==> src/rtl/soft_reset_sequencer.sv <==
// soft_reset_sequencer
//   Produces a software-requested reset pulse on the active-low AXI reset net
//   that feeds the per-clock reset distribution. For each request it blocks new
//   AXI traffic, drains outstanding transactions (bounded), holds reset low for
//   a minimum width, then waits for every downstream domain to enter and leave
//   reset (each wait bounded) before reporting completion and status.
//
// Ports
//   CLK_IN            control clock
//   CLK_IN_rst        synchronous reset, active-high
//   SOFT_RST_REQ      request, sampled only while idle
//   TXN_START         AXI transaction accepted (+1 outstanding)
//   TXN_END           AXI transaction completed (-1 outstanding)
//   DOMAIN_RST_N_IN   async per-domain peripheral_aresetn feedback
//   AXI_RESET_N_OUT   drives ext_reset_in; 0 = reset
//   BLOCK_NEW_TXN     master must stop issuing transactions
//   SOFT_RST_BUSY     sequence in progress
//   SOFT_RST_DONE     one-cycle completion pulse
//   SOFT_RST_STATUS   [0] drain timeout, [1] handshake timeout; held until next request
//
// state      | meaning
// -----------+---------------------------------------------------------------
// IDLE       | waiting for SOFT_RST_REQ
// DRAIN      | new traffic blocked, waiting for outstanding count to reach 0
// ASSERT     | reset driven low; waiting for pulse width and all domains in reset
// WAIT_EXIT  | reset released; waiting for all domains to leave reset
// DONE       | single cycle after the completion pulse is registered

module soft_reset_sequencer #(
    parameter int NUM_DOMAINS     = 5,
    parameter int PULSE_CYCLES    = 16,
    parameter int CNT_W           = 8,
    parameter int QUIESCE_TIMEOUT = 1024,
    parameter int HS_TIMEOUT      = 4096,
    parameter int SYNC_STAGES     = 3
) (
    input  logic                   CLK_IN,
    input  logic                   CLK_IN_rst,
    input  logic                   SOFT_RST_REQ,
    input  logic                   TXN_START,
    input  logic                   TXN_END,
    input  logic [NUM_DOMAINS-1:0] DOMAIN_RST_N_IN,
    output logic                   AXI_RESET_N_OUT,
    output logic                   BLOCK_NEW_TXN,
    output logic                   SOFT_RST_BUSY,
    output logic                   SOFT_RST_DONE,
    output logic [1:0]             SOFT_RST_STATUS
);

    localparam int TMR_MAX = (QUIESCE_TIMEOUT > HS_TIMEOUT) ? QUIESCE_TIMEOUT : HS_TIMEOUT;
    localparam int TMR_W   = $clog2(TMR_MAX + 1);
    localparam int PLS_W   = $clog2(PULSE_CYCLES + 1);

    localparam logic [TMR_W-1:0] DRAIN_LAST = TMR_W'(QUIESCE_TIMEOUT - 1);
    localparam logic [TMR_W-1:0] HS_LAST    = TMR_W'(HS_TIMEOUT - 1);
    // Loaded on ASSERT entry; reaching zero marks PULSE_CYCLES edges spent low.
    localparam logic [PLS_W-1:0] PLS_LOAD   = PLS_W'(PULSE_CYCLES - 1);
    localparam logic [CNT_W-1:0] CNT_MAX    = '1;

    typedef enum logic [2:0] {
        ST_IDLE,
        ST_DRAIN,
        ST_ASSERT,
        ST_WAIT_EXIT,
        ST_DONE
    } state_t;

    state_t                 state;
    logic [CNT_W-1:0]       txn_cnt;
    logic [CNT_W-1:0]       cnt_step;
    logic [TMR_W-1:0]       timer;
    logic [PLS_W-1:0]       pls_cnt;
    logic [NUM_DOMAINS-1:0] sync_ff [SYNC_STAGES];
    logic [NUM_DOMAINS-1:0] synced;
    logic                   all_in;
    logic                   all_out;

    // Feedback synchronizers reset to 1 so an idle domain reads as "out of reset".
    always_ff @(posedge CLK_IN) begin
        if (CLK_IN_rst) begin
            for (int i = 0; i < SYNC_STAGES; i++) begin
                sync_ff[i] <= '1;
            end
        end else begin
            sync_ff[0] <= DOMAIN_RST_N_IN;
            for (int i = 1; i < SYNC_STAGES; i++) begin
                sync_ff[i] <= sync_ff[i-1];
            end
        end
    end

    assign synced  = sync_ff[SYNC_STAGES-1];
    assign all_in  = ~|synced;
    assign all_out = &synced;

    // Saturating up/down step; simultaneous start and end cancel out.
    always_comb begin
        cnt_step = txn_cnt;
        if (TXN_START && !TXN_END && (txn_cnt != CNT_MAX)) begin
            cnt_step = txn_cnt + CNT_W'(1);
        end else if (TXN_END && !TXN_START && (txn_cnt != '0)) begin
            cnt_step = txn_cnt - CNT_W'(1);
        end
    end

    always_ff @(posedge CLK_IN) begin
        if (CLK_IN_rst) begin
            state           <= ST_IDLE;
            txn_cnt         <= '0;
            timer           <= '0;
            pls_cnt         <= '0;
            AXI_RESET_N_OUT <= 1'b1;
            BLOCK_NEW_TXN   <= 1'b0;
            SOFT_RST_BUSY   <= 1'b0;
            SOFT_RST_DONE   <= 1'b0;
            SOFT_RST_STATUS <= 2'b00;
        end else begin
            txn_cnt       <= cnt_step;
            SOFT_RST_DONE <= 1'b0;
            case (state)
                ST_IDLE: begin
                    if (SOFT_RST_REQ) begin
                        state           <= ST_DRAIN;
                        SOFT_RST_BUSY   <= 1'b1;
                        BLOCK_NEW_TXN   <= 1'b1;
                        SOFT_RST_STATUS <= 2'b00;
                        timer           <= '0;
                    end
                end
                ST_DRAIN: begin
                    if ((txn_cnt == '0) || (timer == DRAIN_LAST)) begin
                        // Timeout only counts when transactions are still pending.
                        if (txn_cnt != '0) begin
                            SOFT_RST_STATUS[0] <= 1'b1;
                        end
                        state           <= ST_ASSERT;
                        AXI_RESET_N_OUT <= 1'b0;
                        txn_cnt         <= '0;   // in-flight transactions die with the reset
                        timer           <= '0;
                        pls_cnt         <= PLS_LOAD;
                    end else begin
                        timer <= timer + TMR_W'(1);
                    end
                end
                ST_ASSERT: begin
                    if (pls_cnt != '0) begin
                        pls_cnt <= pls_cnt - PLS_W'(1);
                    end
                    if ((pls_cnt == '0) && (all_in || (timer == HS_LAST))) begin
                        if (!all_in) begin
                            SOFT_RST_STATUS[1] <= 1'b1;
                        end
                        state           <= ST_WAIT_EXIT;
                        AXI_RESET_N_OUT <= 1'b1;
                        timer           <= '0;
                    end else begin
                        timer <= timer + TMR_W'(1);
                    end
                end
                ST_WAIT_EXIT: begin
                    if (all_out || (timer == HS_LAST)) begin
                        if (!all_out) begin
                            SOFT_RST_STATUS[1] <= 1'b1;
                        end
                        state         <= ST_DONE;
                        SOFT_RST_DONE <= 1'b1;
                        SOFT_RST_BUSY <= 1'b0;
                        BLOCK_NEW_TXN <= 1'b0;
                    end else begin
                        timer <= timer + TMR_W'(1);
                    end
                end
                ST_DONE: begin
                    state <= ST_IDLE;
                end
                default: begin
                    state <= ST_IDLE;
                end
            endcase
        end
    end

endmodule

==> config.mk <==
export PLATFORM = sky130hd
export DESIGN_NAME = soft_reset_sequencer
export DESIGN_NICKNAME = d
export VERILOG_FILES = /design/src/rtl/soft_reset_sequencer.sv
export SDC_FILE = /design/constraint.sdc
export NUM_CORES = 1
export LEC_CHECK = 0
export BUFFER_PORTS_ARGS = -buffer_cell sky130_fd_sc_hd__buf_2
export CAP_MARGIN = 20
export CORE_AREA = 2 2 81 103
export CTS_BUF_LIST = sky130_fd_sc_hd__clkbuf_4
export DETAILED_ROUTE_END_ITERATION = 6
export DIE_AREA = 0 0 83 105
export GPL_ROUTABILITY_DRIVEN = 0
export PLACE_DENSITY_LB_ADDON = 0.2
export RECOVER_POWER = 25
export SLEW_MARGIN = 20
export SYNTH_ARGS = -nofsm -noshare
export SYNTH_HDL_FRONTEND = slang
export SYNTH_SLANG_ARGS = --single-unit
export TNS_END_PERCENT = 30
==> constraint.sdc <==
create_clock -name CLK_IN -period 4.65 [get_ports CLK_IN]
set_input_delay 0.2325 -clock CLK_IN [delete_from_list [all_inputs] [get_ports CLK_IN]]
set_output_delay 0.2325 -clock CLK_IN [all_outputs]
set_load 0.05 [all_outputs]
Word-level counts from Yosys, hierarchy flattened
Memory sizes are Yosys's and may differ from the RTL's.
Index checks and enable logic that the tools add are counted.

word-level totals
  memories kept = 1
  RAM bits = 15
  register bits after elaboration = 34
  word-level logic and storage cells = 103
  input port bits = 10

cells by class
  muxes and demuxes = 39
  reductions and logical operators = 31
  $add $sub $neg = 4
  eq/ne operators = 15
  bitwise operators = 4

memories
  memory   depth  bits a word  read ports  clocked after Yosys merged registers in  wr ports  RTL line  RTL
  sync_ff  3      5            3           0                                        3         73        logic [NUM_DOMAINS-1:0] sync_ff [SYNC_STAGES];

operator list
  operator               number
  $mux 13                4
  $pmux 13 s4            1
  $mux 8                 4
  $mux 5                 5
  $ne 2x2->1 const B     9
  $mux 1                 14
  $add 13x1->13 const B  1
  $eq 13x10->1 const B   1
  $eq 13x12->1 const B   1
  $mux 3                 4
  $pmux 3 s4             1
  $reduce_and 3->1       4
  $pmux 5 s2             1
  $add 8x1->8 const B    1
  $logic_not 8->1        1
  $ne 8x8->1 const B     1
  $reduce_and 4->1       2
  $reduce_bool 8->1      1
  $sub 8x1->8 const B    1
  $eq 3x2->1 const B     2
  $pmux 1 s2             3
  $reduce_and 6->1       1
  $reduce_bool 2->1      3
  $logic_and 1x1->1      5
  16 further kinds       22

Logic depth before layout (Yosys ltp)
Gate-level depths: netlist of the first run.

  depth after elaboration = 7
  mapped depth = 8
  mapped depth without buffers = 8

Least setup slack after synthesis of the first run
No wires, ideal clock.

  path type = register to register
  start point = reg txn_cnt[0]
  end point = reg txn_cnt[7]
  slack = 2.809 ns
  library setup time = 0.123 ns
  data arrival time = 1.718 ns
  required time = 4.527 ns
  clock period less this slack = 1.841 ns
  stages on the path, launching flop included = 9
  path through = dfxtp_1 inv_1 ha_1 nor4b_2 a311oi_2 and4_4 o22ai_1 xor2_1 nor2_1

on the way
  word-level cells in the longest chain between the ends = 6
  elaborated cells on any way between the ends = 12
  classes of those cells = add/sub (2); eq/ne (1); mux (4); reduce/logical (5)

ends and longest elaborated chain
  element                                                              RTL line  RTL
  from (decl)                                                          69        logic [CNT_W-1:0] txn_cnt;
  from (signal assigned)                                               118       txn_cnt <= cnt_step;
  parallel branches: the longest is 5 deep, another holds $sub 8x1->8  --
  $mux 8 *                                                             120       case (state)

Mark *: on every way between the ends.
A chain may end at the register's enable or synchronous reset.

Worst setup path in the final report of the first run
  start point = reg timer[0]
  end point = reg timer[3]

on the way
  word-level cells in the longest chain between the ends = 5
  elaborated cells on any way between the ends = 13
  classes of those cells = add/sub (1); eq/ne (3); mux (4); reduce/logical (5)

ends and longest elaborated chain
  element                                                                RTL line  RTL
  from (decl)                                                            71        logic [TMR_W-1:0] timer;
  from (signal assigned)                                                 142       timer <= timer + TMR_W'(1);
  from (signal assigned)                                                 157       timer <= timer + TMR_W'(1);
  from (signal assigned)                                                 170       timer <= timer + TMR_W'(1);
  parallel branches: the longest is 5 deep, another holds $add 13x1->13  --

Parallel ways; which one is timed is not known. The select of a mux whose other input is x is not followed.

==> flow_metrics.env, run 1 <==
export IMPL_die_x_um=83
export IMPL_fill_cells=809
export IMPL_gr_usage_met3=0.0245
export IMPL_layout_commonest_cell="dfxtp_1"
export IMPL_first_global_vias=1662
export IMPL_antenna_found_initial=0
export IMPL_drtIter0Drc=90
export IMPL_cts_sinks=49
export IMPL_clock_latency_ps=370
export IMPL_synth_top_area_frac=0.432
export IMPL_place_port_buffers=15
export IMPL_crit_start="timer[0]"
export IMPL_h_tree_depth=2
export IMPL_ctsResizeCount=0
export IMPL_final_setup_skew_ps=20.9
export IMPL_fp_row_count=36
export IMPL_hold_viol_final=0
export IMPL_most_common_layout_cells="dfxtp_1, nor2_1, xor2_1"
export IMPL_worstMarginPinSlew_ps=955
export IMPL_fin_crit_sh=0.502
export IMPL_clockRootBuffer="clkbuf_4"
export IMPL_syn_cell_area_um2=2270
export IMPL_critPathArrivalTime_ps=2580
export IMPL_peakVddDrop_mv=0.212
export IMPL_setup_viol=0
export IMPL_grt_total_usage=0.103
export IMPL_pin_count=16
export IMPL_crit_chain="ha_1 -> nand2_1 -> nor4_4 -> o31ai_2 -> nand4_1 -> xor2_1 -> nor2_1"
export IMPL_p_leak_nw=0.991
export IMPL_preCtsSetupSlack_ps=2280
export IMPL_power_w=0.00144
export IMPL_drc=0
export IMPL_period_minus_slack_ps=2340
export IMPL_diodes=0
export IMPL_critPathKind="flop to flop"
export IMPL_r2r_cells=7
export IMPL_synth_area_per_cell_um2=9.19
export IMPL_grt_util_met2=0.179
export IMPL_power_density_nw_per_um2=570
export IMPL_synthCells=247
export IMPL_worst_slack_ps=2310
export IMPL_synth_area_top_cells="dfxtp_1, xor2_1, nor2_1, or2_2, ha_1"
export IMPL_cts_tree="built"
export IMPL_yosysSeqAreaShare=0.432
export IMPL_reg2reg_from="timer[0]"
export IMPL_synth_yosys_warnings=0
export IMPL_grt_pass1_wl_mm=7.51
export IMPL_grt_max_degree=28
export IMPL_cp_slowest_cell="o31ai_2"
export IMPL_hold_path_class="input port to flop"
export IMPL_pwr_share_comb=0.438
export IMPL_gr_usage_met1=0.123
export IMPL_routed_via_count=1742
export IMPL_start_kind="flop"
export IMPL_synth_edf_count=0
export IMPL_ys_ff_latch=49
export IMPL_detail_route_antenna_nets=0
export IMPL_power_switching_w=0.000623
export IMPL_worstPathRequired_ps=4900
export IMPL_seqPwrFrac=0.409
export IMPL_cp_end_kind="flop"
export IMPL_cts_made_buffers=5
export IMPL_die_h_um=105
export IMPL_ys_dominant_reg_cell="dfxtp_1"
export IMPL_fp_coreArea_um2=7700
export IMPL_max_freq_mhz=428
export IMPL_routed_wl_mm=4.28
export IMPL_drive_above_1_share=0.207
export IMPL_synth_async_sr_flop_share=0
export IMPL_p_int_w=0.000818
export IMPL_pwr_share_clk=0.153
export IMPL_clk_pin_slew_ps=160
export IMPL_p_sw_frac=0.432
export IMPL_viasPerCell=4.83
export IMPL_cp_max_fo=13
export IMPL_slowest_delay_ps=830
export IMPL_yosys_area_top_type="dfxtp_1"
export IMPL_slew_violations=0
export IMPL_fin_setup_tns_ps=0
export IMPL_dp_hpwl_mm=3.03
export IMPL_synth_cell_type_count=55
export IMPL_wl_per_cell_um=11.9
export IMPL_busiest_layer="met2"
export IMPL_whs_ps=263
export IMPL_rsz0062_at_grt="no"
export IMPL_die_area_um2=8720
export IMPL_timing_reg2reg_setup_slack_ps=2310
export IMPL_synthToLayoutAreaGrowth_pct=11.3
export IMPL_r2r_end="timer[3]"
export IMPL_initial_utilization=0.295
export IMPL_syn_nets=262
export IMPL_status="completed"
export IMPL_drt_first_pass_iters=4
export IMPL_nNetsFinal=280
export IMPL_cap_violations=0
export IMPL_grt_remaining_overflow=0
export IMPL_crit_path_end="timer[3]"
export IMPL_cts_buffer_depth=2
export IMPL_relSlewSlack=0.359
[per-stage QoR]
stage                     std cells  utilization  area [µm²]
after floorplan                 247            -        2270
after global placement          348        0.313        2410
after detailed placement        348        0.313        2410
after CTS                       357        0.323        2490
after global routing            361        0.328        2530
final                           361        0.328        2530
[worst min-delay path by stage]
stage                              end  slack [ps]          startpoint  cells after the start
global route        SOFT_RST_STATUS[0]         300          CLK_IN_rst                      2
global placement         sync_ff[0][6]         390       sync_ff[0][1]                      1
detailed placement       sync_ff[0][5]         390       sync_ff[0][0]                      1
floorplan                sync_ff[0][0]         340  DOMAIN_RST_N_IN[0]                      1
CTS                      sync_ff[0][2]           1  DOMAIN_RST_N_IN[2]                      2
finish              SOFT_RST_STATUS[0]         260          CLK_IN_rst                      2
[state kept, by name, indices dropped and copies added (netlist names)]
register and count:
SOFT_RST_STATUS 2, SOFT_RST_BUSY 1, state 3, AXI_RESET_N_OUT 1, sync_ff 15, pls_cnt 5, timer 13, txn_cnt 8
SOFT_RST_DONE 1
[cell usage after synthesis (5+ instances only)]
cell / n
nor2_1: 35
xor2_1: 19
nand4_1: 7
ha_1: 5
dfxtp_1: 49
a21oi_1: 7
nand2_1: 14
nand3_1: 6
inv_1: 10
nor3_1: 9
and3_1: 5
or2_2: 15
[critical path, delay by kind of cell, from the launching register on]
kind / cells / cell delay, ps
compound gates: 1 / 830
simple gates: 4 / 540
flops: 1 / 390
fa+ha+maj: 1 / 290
xor+xnor: 1 / 180
[power groups by stage]
| stage | clock network [W] | logic [W] | registers, W |
|---|---|---|---|
| 2_1_floorplan | 0 | 0.000521 | 0.000606 |
| 3_3_place_gp | 0 | 0.000636 | 0.000600 |
| 3_5_place_dp | 0 | 0.000639 | 0.000598 |
| 4_1_cts | 0.000235 | 0.000642 | 0.000589 |
| 5_1_grt | 0.000251 | 0.000719 | 0.000603 |
| 6_report | 0.000221 | 0.000631 | 0.000590 |
[cell type report]
| class | instances | area, µm² | share of cell area |
|---|---|---|---|
| Multi-Input combinational cell | 179 | 1200 | 0.474 |
| Sequential cell | 49 | 981 | 0.388 |
| Timing Repair Buffer | 20 | 125 | 0.0495 |
| Tap cell | 95 | 119 | 0.0470 |
| Clock buffer | 5 | 37.5 | 0.0149 |
| Inverter | 10 | 37.5 | 0.0149 |
| Clock inverter | 3 | 28.8 | 0.0114 |
[cells by family (layout without fill, tap and decap cells)]
family / count (synthesis) / in the layout / synth area share
xor gates and xnor gates: 22 / 22 / 0.0849
buffers and inverters: 19 / 38 / 0.0402
adders and majority gates: 5 / 5 / 0.0275
and+or+nand+nor: 117 / 117 / 0.289
DFF: 49 / 49 / 0.432
muxes: 3 / 3 / 0.0138
AOI/OAI and AO/OA: 32 / 32 / 0.112
[layer usage]
layer / vias up / share of wire
met5: - / 0
met4: 0 / 0.015
met3: 7 / 0.020
met2: 13 / 0.51
met1: 828 / 0.45
li1: 894 / -
[timing repair]
action                    CTS  global route
hold endpoints to repair    1             4
hold buffers                1             4
buffers inserted            0             0
No activity file was read; power rests on OpenSTA's default activity.
==> inputs of run 2 (changes only) <==
Clock period 4.65 ns to 2.25 ns, I/O delays scaled along.
==> run 2 against run 1 <==
Net effect:
- power rose by 110%
- maximum frequency rose by 15%
- cell count rose by 2.2%
- register-to-register slack got worse by 2100 ps
- critical endpoint is now state[0]
- largest cell class unchanged
- largest power group unchanged
- highest routed layer unchanged
==> flow_metrics.env, run 2 (synthesized netlist as in run 1, its figures left out) <==
export IMPL_grt_total_usage=0.102
export IMPL_cp_max_fo=4
export IMPL_worstHoldEndpoint="SOFT_RST_STATUS[0]"
export IMPL_antenna_found_initial=0
export IMPL_dp_hpwl_mm=3.02
export IMPL_rsz0062_at_grt="no"
export IMPL_timing_reg2reg_setup_slack_ps=230
export IMPL_routed_via_count=1718
export IMPL_drive_above_1_share=0.230
export IMPL_die_x_um=83
export IMPL_cts_made_buffers=5
export IMPL_r2r_cells=8
export IMPL_cp_end_kind="flop"
export IMPL_fin_crit_sh=0.899
export IMPL_detail_route_antenna_nets=0
export IMPL_holdPathStages=2
export IMPL_fp_row_count=36
export IMPL_pin_count=16
export IMPL_clockRootBuffer="clkbuf_4"
export IMPL_hold_path_class="input port to flop"
export IMPL_clock_latency_ps=370
export IMPL_initial_utilization=0.295
export IMPL_fin_cells=369
export IMPL_holdCritStartpoint="CLK_IN_rst"
export IMPL_cts_buffer_depth=2
export IMPL_gr_usage_met3=0.0221
export IMPL_worstMarginPinSlew_ps=576
export IMPL_viasPerCell=4.66
export IMPL_post_cts_setup_buffers=0
export IMPL_power_w=0.00310
export IMPL_diodes=0
export IMPL_final_util=0.338
export IMPL_busiest_layer="met2"
export IMPL_clk_pin_slew_ps=170
export IMPL_die_h_um=105
export IMPL_reg2reg_from="pls_cnt[0]"
export IMPL_most_common_layout_cells="dfxtp_1, nor2_1, xor2_1"
export IMPL_wl_per_cell_um=11.3
export IMPL_fp_coreArea_um2=7700
export IMPL_gr_usage_met1=0.117
export IMPL_max_freq_mhz=494
export IMPL_status="completed"
export IMPL_period_minus_slack_ps=2020
export IMPL_grt_pass1_wl_mm=7.33
export IMPL_cap_violations=0
export IMPL_synthToLayoutAreaGrowth_pct=14.7
export IMPL_layout_commonest_cell="dfxtp_1"
export IMPL_drt_first_pass_iters=4
export IMPL_critPathKind="flop to flop"
export IMPL_fin_setup_tns_ps=0
export IMPL_power_density_nw_per_um2=1190
export IMPL_nNetsFinal=288
export IMPL_die_area_um2=8720
export IMPL_place_port_buffers=15
export IMPL_first_global_vias=1625
export IMPL_p_leak_nw=1.04
export IMPL_placed_cells=356
export IMPL_peakVddDrop_mv=0.376
export IMPL_final_setup_skew_ps=18.3
export IMPL_worstPathRequired_ps=2540
export IMPL_start_kind="flop"
export IMPL_drtIter0Drc=26
export IMPL_routed_wl_mm=4.17
export IMPL_top_regs="sync_ff x15, timer x13, txn_cnt x8"
export IMPL_drc=0
export IMPL_grt_max_degree=28
export IMPL_setup_viol=0
export IMPL_largest_reg_flops=15
export IMPL_cts_sinks=49
export IMPL_hold_viol_final=0
export IMPL_h_tree_depth=2
export IMPL_r2r_end="state[0]"
export IMPL_cts_tree="built"
export IMPL_slew_violations=0
export IMPL_largest_register="sync_ff"
export IMPL_relSlewSlack=0.616
export IMPL_grt_util_met2=0.181
export IMPL_critPathArrivalTime_ps=2320
export IMPL_grt_remaining_overflow=0
## run 2: cell count changes in the layout (fill, tap and decap cells not counted)
| cell | before | now |
|---|---|---|
| buf_4 | 0 | 8 |
| nor4b_2 | 1 | 0 |
| nor4b_4 | 0 | 1 |
| o31ai_2 | 1 | 0 |
| o31ai_4 | 1 | 2 |
## run 2: layout make-up
| cell class | instances | area [µm²] |
|---|---|---|
| sequential | 49 | 981 |
| timing repair buffer | 28 | 185 |
| tap | 95 | 119 |
| multi-input combinational | 179 | 1220 |
| clock inverter | 3 | 28.8 |
| clock buffer | 5 | 37.5 |
| inverter | 10 | 37.5 |
| fill | 811 | 5100 |
## run 2: worst max path at each step
stage | startpoint | endpoint | slack (ps) | cells after the start
floorplan | txn_cnt[0] | txn_cnt[7] | 410 | 8
global placement | timer[0] | timer[3] | 100 | 7
detailed placement | timer[0] | timer[9] | 80 | 7
CTS | timer[0] | timer[3] | 70 | 7
global route | txn_cnt[0] | timer[3] | 40 | 8
finish | pls_cnt[0] | state[0] | 230 | 8
## run 2: stage by stage
stage,hold WS [ps],instance area (µm²),worst slack (ps)
CTS,135,2590,66.2
floorplan,216,2270,409
finish,123,2610,227
global route,162,2610,43.3
global placement,296,2470,100
detailed placement,299,2470,77.5
## run 2: critical path, cell delays in order, from the launching register on
cell and delay (ps):
dfxtp_1 370, inv_1 80, ha_1 150, or4b_1 520
nand2_1 110, o21ai_1 120, a21oi_2 230, nand2_1 100
a31o_2 250
## run 2: what timing repair did
item | in CTS | in global routing
setup endpoints to repair | 0 | 13
resized for setup | 0 | 2
endpoints found under the hold margin | 5 | 0
hold buffers | 5 | 0
## run 2: power by group
group / leakage, nW / switching, W / internal, W
clock network: 0.0377 / 0.000314 / 0.000137
logic: 0.604 / 0.000839 / 0.000610
registers: 0.401 / 0.000166 / 0.00103
## run 2: routing by layer
layer  wire [µm]  share of wire  vias to the layer above
li1            -              -                      908
met1        1880           0.45                      787
met2        2120           0.51                       18
met3          82          0.020                        5
met4          77          0.018                        0
met5           0              0                        -
